File: src/rtl/n8_pkg.sv
// Shared N8 pad protocol definitions: FSM state type and button bit positions.
package n8_pkg;

  typedef enum logic [1:0] {
    IDLE  = 2'd0,
    LOAD  = 2'd1,
    SHIFT = 2'd2,
    DONE  = 2'd3
  } n8_state_t;

  localparam int unsigned BTN_A      = 0;
  localparam int unsigned BTN_B      = 1;
  localparam int unsigned BTN_SELECT = 2;
  localparam int unsigned BTN_START  = 3;
  localparam int unsigned BTN_UP     = 4;
  localparam int unsigned BTN_DOWN   = 5;
  localparam int unsigned BTN_LEFT   = 6;
  localparam int unsigned BTN_RIGHT  = 7;

  localparam int unsigned N8_NUM_BITS = 8;

endpackage

File: src/rtl/n8_responder_sync_edge.sv
// Multi-flop synchronizer for one asynchronous pin, followed by a single
// history flop that yields one-cycle rise/fall strobes on the clean level.
module n8_sync_edge #(
  parameter int unsigned SYNC_STAGES = 2
) (
  input  logic clk_i,
  input  logic rst_ni,
  input  logic async_i,
  output logic level_o,
  output logic rise_o,
  output logic fall_o
);

  logic [SYNC_STAGES-1:0] sync_q;
  logic                   prev_q;

  // Shift the raw pin through the synchronizer chain and remember the last clean level.
  always_ff @(posedge clk_i or negedge rst_ni) begin
    if (!rst_ni) begin
      sync_q <= '0;
      prev_q <= 1'b0;
    end else begin
      sync_q <= {sync_q[SYNC_STAGES-2:0], async_i};
      prev_q <= sync_q[SYNC_STAGES-1];
    end
  end

  assign level_o = sync_q[SYNC_STAGES-1];
  assign rise_o  = sync_q[SYNC_STAGES-1] & ~prev_q;
  assign fall_o  = ~sync_q[SYNC_STAGES-1] & prev_q;

endmodule

File: src/rtl/n8_responder.sv
// Device side of the N8 serial pad protocol: captures buttons while the host
// holds latch, then presents them LSB-first on data_out, one bit per pulse.
module n8_responder
  import n8_pkg::*;
#(
  parameter int unsigned SYNC_STAGES    = 2,
  parameter int unsigned NUM_BITS       = N8_NUM_BITS,
  parameter int unsigned TIMEOUT_CYCLES = 50000,
  parameter logic        IDLE_LEVEL     = 1'b1
) (
  input  logic                CLOCK_50,
  input  logic                reset_n,
  input  logic [NUM_BITS-1:0] buttons,
  input  logic                latch_in,
  input  logic                pulse_in,
  output logic                data_out,
  output logic                busy,
  output logic                frame_done,
  output logic                frame_abort,
  output logic                timeout_err,
  output logic [15:0]         frame_count
);

  localparam int unsigned CW = $clog2(NUM_BITS + 1);
  localparam int unsigned TW = $clog2(TIMEOUT_CYCLES);
  localparam logic [CW-1:0] LAST_BIT = CW'(NUM_BITS - 1);
  localparam logic [TW-1:0] TIMER_MAX = TW'(TIMEOUT_CYCLES - 1);

  logic latch_level, latch_rise, latch_fall;
  logic pulse_rise, pulse_level_unused, pulse_fall_unused;

  n8_state_t           state_q;
  logic [NUM_BITS-1:0] shreg_q;
  logic [CW-1:0]       bit_cnt_q;
  logic [TW-1:0]       timer_q;
  logic                data_out_q;
  logic                busy_q;
  logic                frame_done_q;
  logic                frame_abort_q;
  logic                timeout_err_q;
  logic [15:0]         frame_count_q;

  n8_sync_edge #(.SYNC_STAGES(SYNC_STAGES)) u_latch_sync (
    .clk_i   (CLOCK_50),
    .rst_ni  (reset_n),
    .async_i (latch_in),
    .level_o (latch_level),
    .rise_o  (latch_rise),
    .fall_o  (latch_fall)
  );

  n8_sync_edge #(.SYNC_STAGES(SYNC_STAGES)) u_pulse_sync (
    .clk_i   (CLOCK_50),
    .rst_ni  (reset_n),
    .async_i (pulse_in),
    .level_o (pulse_level_unused),
    .rise_o  (pulse_rise),
    .fall_o  (pulse_fall_unused)
  );

  // Protocol FSM with shift register, bit counter, inactivity timer and registered outputs.
  // Latch-high is tested before timeout and pulse so a re-latch always wins.
  always_ff @(posedge CLOCK_50 or negedge reset_n) begin
    if (!reset_n) begin
      state_q       <= IDLE;
      shreg_q       <= {NUM_BITS{IDLE_LEVEL}};
      bit_cnt_q     <= '0;
      timer_q       <= '0;
      data_out_q    <= IDLE_LEVEL;
      busy_q        <= 1'b0;
      frame_done_q  <= 1'b0;
      frame_abort_q <= 1'b0;
      timeout_err_q <= 1'b0;
      frame_count_q <= '0;
    end else begin
      frame_done_q  <= 1'b0;
      frame_abort_q <= 1'b0;
      timeout_err_q <= 1'b0;
      case (state_q)
        IDLE: begin
          data_out_q <= IDLE_LEVEL;
          if (latch_level) begin
            state_q    <= LOAD;
            busy_q     <= 1'b1;
            shreg_q    <= ~buttons;
            data_out_q <= ~buttons[0];
            bit_cnt_q  <= '0;
            timer_q    <= '0;
          end
        end
        LOAD: begin
          shreg_q    <= ~buttons;
          data_out_q <= ~buttons[0];
          bit_cnt_q  <= '0;
          timer_q    <= '0;
          if (latch_fall) begin
            state_q <= SHIFT;
          end
        end
        SHIFT: begin
          if (latch_level) begin
            frame_abort_q <= 1'b1;
            state_q       <= LOAD;
            shreg_q       <= ~buttons;
            data_out_q    <= ~buttons[0];
            bit_cnt_q     <= '0;
            timer_q       <= '0;
          end else if (timer_q == TIMER_MAX) begin
            timeout_err_q <= 1'b1;
            data_out_q    <= IDLE_LEVEL;
            state_q       <= IDLE;
            busy_q        <= 1'b0;
            timer_q       <= '0;
          end else if (pulse_rise) begin
            timer_q   <= '0;
            bit_cnt_q <= bit_cnt_q + 1'b1;
            shreg_q   <= {IDLE_LEVEL, shreg_q[NUM_BITS-1:1]};
            if (bit_cnt_q == LAST_BIT) begin
              data_out_q    <= IDLE_LEVEL;
              frame_done_q  <= 1'b1;
              frame_count_q <= frame_count_q + 16'd1;
              state_q       <= DONE;
              busy_q        <= 1'b0;
            end else begin
              data_out_q <= shreg_q[1];
            end
          end else begin
            timer_q <= timer_q + 1'b1;
          end
        end
        DONE: begin
          data_out_q <= IDLE_LEVEL;
          if (latch_rise) begin
            state_q    <= LOAD;
            busy_q     <= 1'b1;
            shreg_q    <= ~buttons;
            data_out_q <= ~buttons[0];
            bit_cnt_q  <= '0;
            timer_q    <= '0;
          end
        end
        default: begin
          state_q    <= IDLE;
          busy_q     <= 1'b0;
          data_out_q <= IDLE_LEVEL;
        end
      endcase
    end
  end

  assign data_out    = data_out_q;
  assign busy        = busy_q;
  assign frame_done  = frame_done_q;
  assign frame_abort = frame_abort_q;
  assign timeout_err = timeout_err_q;
  assign frame_count = frame_count_q;

endmodule
File: config.mk
export PLATFORM = sky130hd
export DESIGN_NAME = n8_responder
export DESIGN_NICKNAME = d
export VERILOG_FILES = /design/src/rtl/n8_pkg.sv /design/src/rtl/n8_responder_sync_edge.sv /design/src/rtl/n8_responder.sv
export SDC_FILE = /design/constraint.sdc
export NUM_CORES = 1
export LEC_CHECK = 0
export CORE_MARGIN = 2
export CORE_UTILIZATION = 60
export CTS_CLUSTER_DIAMETER = 60
export DETAILED_ROUTE_END_ITERATION = 10
export DONT_BUFFER_PORTS = 1
export PLACE_DENSITY = 0.73
export SLEW_MARGIN = 20
export SYNTH_ARGS = -nofsm -noshare
export SYNTH_HDL_FRONTEND = slang
export SYNTH_SLANG_ARGS = --single-unit
export TNS_END_PERCENT = 100
File: constraint.sdc
create_clock -name CLOCK_50 -period 3.22 [get_ports CLOCK_50]
set_clock_uncertainty 0.1 [all_clocks]
set_input_delay 0.322 -clock CLOCK_50 [delete_from_list [all_inputs] [get_ports CLOCK_50]]
set_output_delay 0.322 -clock CLOCK_50 [all_outputs]
set_load 0.02 [all_outputs]
==> Yosys cells after proc, flatten, opt, wreduce, memory -nomap -nowiden <==
Cells that the tools add are included.
{ "word_totals": {"register_bits": 57, "inputBits": 12, "output_inout_bits": 21, "word_cells": 98} }
{ "classes": {"addsub": 3, "n_eq_ne": 15, "mux": 50, "bitwise_logic": 9, "n_reduce_logical": 7} }
{ "ops": {"columns": ["cell", "n"], "rows": [
  ["$mux W16", 5],
  ["$pmux W16 S4", 1],
  ["$mux W8", 5],
  ["$add A16 B1 Y16 const B", 2],
  ["$pmux W8 S4", 1],
  ["$mux W1", 22],
  ["$mux W4", 5],
  ["$eq A16 B16 Y1 const B", 1],
  ["$pmux W4 S4", 1],
  ["$mux W2", 7],
  ["$reduce_and A5 Y1", 2],
  ["$ne A4 B3 Y1 const B", 2],
  ["$not A8 Y8", 1],
  ["$pmux W2 S4", 1],
  ["$ne A2 B2 Y1 const B", 3],
  ["$ne A3 B2 Y1 const B", 2],
  ["$ne A3 B3 Y1 const B", 2],
  ["$reduce_and A6 Y1", 1],
  ["$not A1 Y1", 5],
  ["$add A4 B1 Y4 const B", 1],
  ["$eq A2 B2 Y1 const B", 2],
  ["$eq A4 B3 Y1 const B", 1],
  ["$pmux W1 S4", 1],
  ["$reduce_and A4 Y1", 1],
  ["7 further kinds", 9]
]} }

==> Logic depth before layout (Yosys ltp) <==
{ "logic_depth": {"ltp_word": 6, "ltp_mapped": 8, "mapped_depth_nobuf": 7} }

==> Hierarchy <==
A second synthesis with hierarchy kept.
{ "unflattened": {"cells_unflattened": 276, "hier_area_um2": 2836.5} }
{ "by_module_without_submodules": {"columns": ["module", "n_inst", "cells_per_inst", "area_each_um2", "seq_area_each_um2"], "rows": [
  ["n8_responder", 1, 266, 2656.3, 1261.2],
  ["n8_sync_edge", 2, 5, 90.1, 75.1]
]} }

==> Least setup slack after synthesis <==
Ideal clock, no wire load.
{ "synth_timing": {"kind": "register -> register", "startpoint": "register timer_q[5]", "endpoint": "register shreg_q[1]", "setup_ps": 81, "t_arrival_ps": 2058, "t_required_ps": 3039, "path_slack_ps": 981, "path_stages_with_launch": 7, "n_path_buf": 1, "period_less_slack_ps": 2239, "path_cell_list": "dfrtp_1 -> or4b_4 -> nor4_4 -> nor2_2 -> o21a_1 -> buf_6 -> o221a_1"} }
{ "synth_between": {"elab_chain_cells": 3} }
{ "synth_lines": {"columns": ["item", "line", "rtl"], "rows": [
  ["start, declared", "n8_responder.sv:35", "logic [TW-1:0] timer_q;"],
  ["start signal, assigned", "n8_responder.sv:128", "timer_q <= timer_q + 1'b1;"],
  ["$eq A16 B16 Y1", "n8_responder.sv:108", "end else if (timer_q == TIMER_MAX) begin"],
  ["$ne A3 B2 Y1 (no source line)", null, null],
  ["$reduce_and A4 Y1 (no source line)", null, null],
  ["end signal, assigned", "n8_responder.sv:104", "shreg_q <= ~buttons;"],
  ["end signal, assigned", "n8_responder.sv:117", "shreg_q <= {IDLE_LEVEL, shreg_q[NUM_BITS-1:1]};"],
  ["end signal, assigned", "n8_responder.sv:136", "shreg_q <= ~buttons;"],
  ["end, declared", "n8_responder.sv:33", "logic [NUM_BITS-1:0] shreg_q;"]
]} }
No other way between the ends.
A chain may end at the register's enable or synchronous reset.

==> Final worst setup path <==
{ "layout_timing": {"startpoint": "register state_q[0]", "endpoint": "register timer_q[3]"} }
{ "layout_between": {"elab_chain_cells": 3, "elab_cells_between_ends": 8, "classes_between": "5 x eq/ne; 1 x mux; 2 x reduce/logical"} }
{ "layout_lines": {"columns": ["item", "line", "rtl"], "rows": [
  ["start, declared", "n8_responder.sv:32", "n8_state_t state_q;"],
  ["start signal, assigned", "n8_responder.sv:65", "state_q <= IDLE;"],
  ["start signal, assigned", "n8_responder.sv:83", "state_q <= LOAD;"],
  ["start signal, assigned", "n8_responder.sv:97", "state_q <= SHIFT;"],
  ["$eq A2 B2 Y1 / $logic_not A2 Y1 (equally long branches)", "n8_responder.sv:79", "case (state_q)"],
  ["$ne A2 B2 Y1 (no source line) / $ne A2 B1 Y1 (equally long branches)", null, null],
  ["$reduce_and A2 Y1 (no source line)", null, null]
]} }
Parallel ways exist; a longest one is shown, timed or not.

==> summary.md <==
| Metric | Value |
|---|---|
| Initial DRC Count | `154` |
| DP Wirelength | `3590 µm` |
| First-pass DRT Iterations | `4` |
| Clock Sinks | `56` |
| Row count | `24` |
| Worst-Margin Slew | `808 ps` |
| Crit Reg-Reg Startpoint | `state_q[0]$_DFFE_PN0P_` |
| Fin util | `68.1%` |
| VDD IR max | `0.000437 V` |
| Slowest cell on crit path | `nor2_1` |
| Area grow syn2layout | `7.87%` |
| Largest net degree at the start of global routing | `57` |
| Fin. Hold Viols | `0` |
| RSZ-0062 raised after global routing | `no` |
| Die area | `0.00517 mm²` |
| Worst path cell trace | `inv_1 -> ha_1 -> nor2b_1 -> nand2_1 -> nor2_1 -> nand2_1 -> o311ai_0` |
| Worst r2r dst | `timer_q[3]$_DFFE_PN0P_` |
| PortBufs | `0` |
| Total GRT Usage | `20.9%` |
| Critical Path Most Common Cell | `nand2_1` |
| Hold Path Stages | `2` |
| Startpoint Class | `register` |
| Kind of critical path | `register to register` |
| Clk buf depth | `2` |
| Hold path endpoint | `shreg_q[4]$_DFFE_PN1P_` |
| CP Max Fanout | `8` |
| Distinct cells, synth | `57` |
| Total design power | `1.68 mW` |
| Post-place setup slack | `552 ps` |
| # H-tree levels | `2` |
| Clock latency on the worst-skew pair | `300 ps` |
| Die Ht | `71.9 µm` |
| Synth Net Count | `280` |
| Synthesized cell area | `0.00277 mm²` |
| Setup crit end kind | `register` |
| Hold Crit Class | `input pin to register` |
| Number of diodes | `0` |
| Core box area | `0.00438 mm²` |
| Global-route wire length before repair | `8490 µm` |
| Worst EP arrival | `2730 ps` |
| Non-filler cells, final | `322` |
| Via-per-instance ratio | `6.07` |
| Vias in the first global route | `1838` |
| Highest-count cells in the layout ignoring fill and taps | `dfrtp_1, nand2_1, nand3_1` |
| ANT nets after route | `0` |
| Worst r2r path cells | `7` |
| Routability-driven placement congestion ratio | `0.864` |
| Most common cell after layout, fill and taps aside | `dfrtp_1` |
| Post-Syn Area per Cell | `10.6 µm²` |
| Clk slew on worst S/H paths | `100 ps` |
| Crit path largest cell delay | `510 ps` |
| Fin crit period | `2630 ps` |
| Placed Cells incl. Taps | `309` |
| YS warnings | `0` |
| GRT overflow | `0` |
| Setup TNS | `0 ps` |
| Final nets | `289` |
| Dominant synthesized flop cell | `dfrtp_1` |
| WL/cell | `15.5 µm` |
| #FFs+latches synth | `56` |
| Sequential area share after synthesis | `51.0%` |
| Post-CTS setup buffer count | `0` |
| Root buf cell | `clkbuf_8` |
| Via count | `1954` |
| Antenna violations before repair | `0` |
| Leakage | `1.25 nW` |
| Critical Path RT | `3310 ps` |
| Worst relative slew slack | `45.7%` |
| CTS tree | `built` |
| Cells after Synth | `260` |
| Num CTS Buffers | `5` |
| Finish-stage setup viols | `0` |
| Status | `finished, final reports clean` |
| Initial Utilization | `63.1%` |
| Min-delay src | `buttons[4]` |
| Period utilisation layout | `81.8%` |
| Die X-Extent | `71.9 µm` |
| Flop2flop setup slack | `590 ps` |
| Setup ws final | `585 ps` |
| Async S/R FF share, synth | `100%` |
| Max Freq | `380 MHz` |
| DRC viols | `0` |
| WL final | `5000 µm` |
| Io pins | `33` |
| Max Cap Viol | `0` |
| Max Transition Viols Final | `0` |
| Pwr/cell area | `562 mW/mm²` |
| Post-synth EDFFs | `0` |
| Share of layout cells above drive strength 1 | `13.0%` |
==> registers in the layout, summed over array words and instances, names as in the netlist <==
| signal | flops |
|---|---|
| timeout_err | 1 |
| state_q | 2 |
| data_out | 1 |
| shreg_q | 7 |
| bit_cnt_q | 4 |
| busy | 1 |
| u_latch_sync.prev_q | 1 |
| frame_abort | 1 |
| frame_done | 1 |
| u_pulse_sync.prev_q | 1 |
| timer_q | 16 |
| frame_count | 16 |
| u_latch_sync.sync_q | 2 |
| u_pulse_sync.sync_q | 2 |
==> layout make-up <==
cell class / count / area (µm²)
Sequential cell: 56 / 1410
Inverter: 5 / 18.8
Timing Repair Buffer: 7 / 82.6
Fill cell: 343 / 1400
Multi-Input combinational cell: 194 / 1310
Clock inverter: 2 / 13.8
Tap cell: 52 / 65.1
Clock buffer: 6 / 82.6
==> cells in the mapped netlist (2+ instances only) <==
cell type,instances,share of area (%)
xor2_1,9,2.8
o2bb2ai_1,3,0.95
a21o_1,2,0.54
nor2_1,15,2.0
xnor2_1,12,3.8
clkbuf_1,4,0.54
and4_1,3,0.95
and3_1,5,1.1
ha_1,8,3.6
o311ai_0,4,1.3
nand4_1,9,2.0
o221a_1,6,2.4
nand3_1,16,2.9
nor2b_1,2,0.45
o22ai_1,2,0.45
and2_1,4,0.90
nand2b_1,6,1.4
nand2_1,35,4.7
nor3_1,5,0.90
nand3b_1,2,0.54
o21ai_0,8,1.4
a21oi_1,4,0.72
mux2i_1,2,0.72
nand4b_1,2,0.63
dfrtp_1,48,43
or2_2,2,0.45
dfstp_2,8,7.6
inv_1,5,0.68
==> critical path, delay by kind of cell (launching register included) <==
family | cells | cell delay [ps]
fa+ha+maj | 1 | 260
flops | 1 | 420
buf+inv | 1 | 130
compound gates | 1 | 360
simple gates | 4 | 1250
==> kinds of logic (layout without fill, tap and decap cells) <==
group | after synthesis | in the layout | synth area share (%)
and+or+nand+nor | 121 | 121 | 24.5
DFF | 56 | 56 | 51.0
AOI/OAI and AO/OA | 41 | 41 | 11.5
xor gates and xnor gates | 21 | 21 | 6.65
buffers and inverters | 10 | 20 | 1.63
adders and majority gates | 8 | 8 | 3.62
muxes | 3 | 3 | 1.13
==> worst max path at each step <==
stage | from | to | slack, ps | cells after the start
3_3_place_gp | state_q[0]$_DFFE_PN0P_ | timer_q[7]$_DFFE_PN0P_ | 720 | 7
4_1_cts | state_q[0]$_DFFE_PN0P_ | timer_q[7]$_DFFE_PN0P_ | 570 | 7
3_5_place_dp | state_q[0]$_DFFE_PN0P_ | timer_q[3]$_DFFE_PN0P_ | 550 | 7
2_1_floorplan | timer_q[5]$_DFFE_PN0P_ | shreg_q[1]$_DFFE_PN1P_ | 980 | 6
5_1_grt | state_q[0]$_DFFE_PN0P_ | timer_q[7]$_DFFE_PN0P_ | 280 | 7
6_report | state_q[0]$_DFFE_PN0P_ | timer_q[3]$_DFFE_PN0P_ | 590 | 7
==> stage by stage <==
| stage | area, µm² | hold WS, ps |
|---|---|---|
| floorplan | 2770 | -73.6 |
| global placement | 2820 | -71.9 |
| detailed placement | 2820 | -71.9 |
| CTS | 2980 | 46.9 |
| global route | 2980 | 40.5 |
| finish | 2980 | 53.5 |
==> power breakdown <==
group | switching, mW | internal (mW) | total (mW) | leakage [nW]
logic | 0.252 | 0.163 | 0.415 | 0.470
clock network | 0.219 | 0.176 | 0.395 | 0.0516
registers | 0.0604 | 0.806 | 0.866 | 0.733
==> per-layer routing <==
metal	track usage, %	routed length (µm)	vias up
li1	-	-	961
met1	29.0	2450	951
met2	34.1	2310	38
met3	4.17	192	4
met4	5.45	48	0
met5	0	0	-
==> timing repair <==
action                                 in CTS  in global routing
endpoints found under the hold margin      59                  0
hold buffers                                5                  0
resized for setup                           0                  0
(Power assumes the default switching activity.)
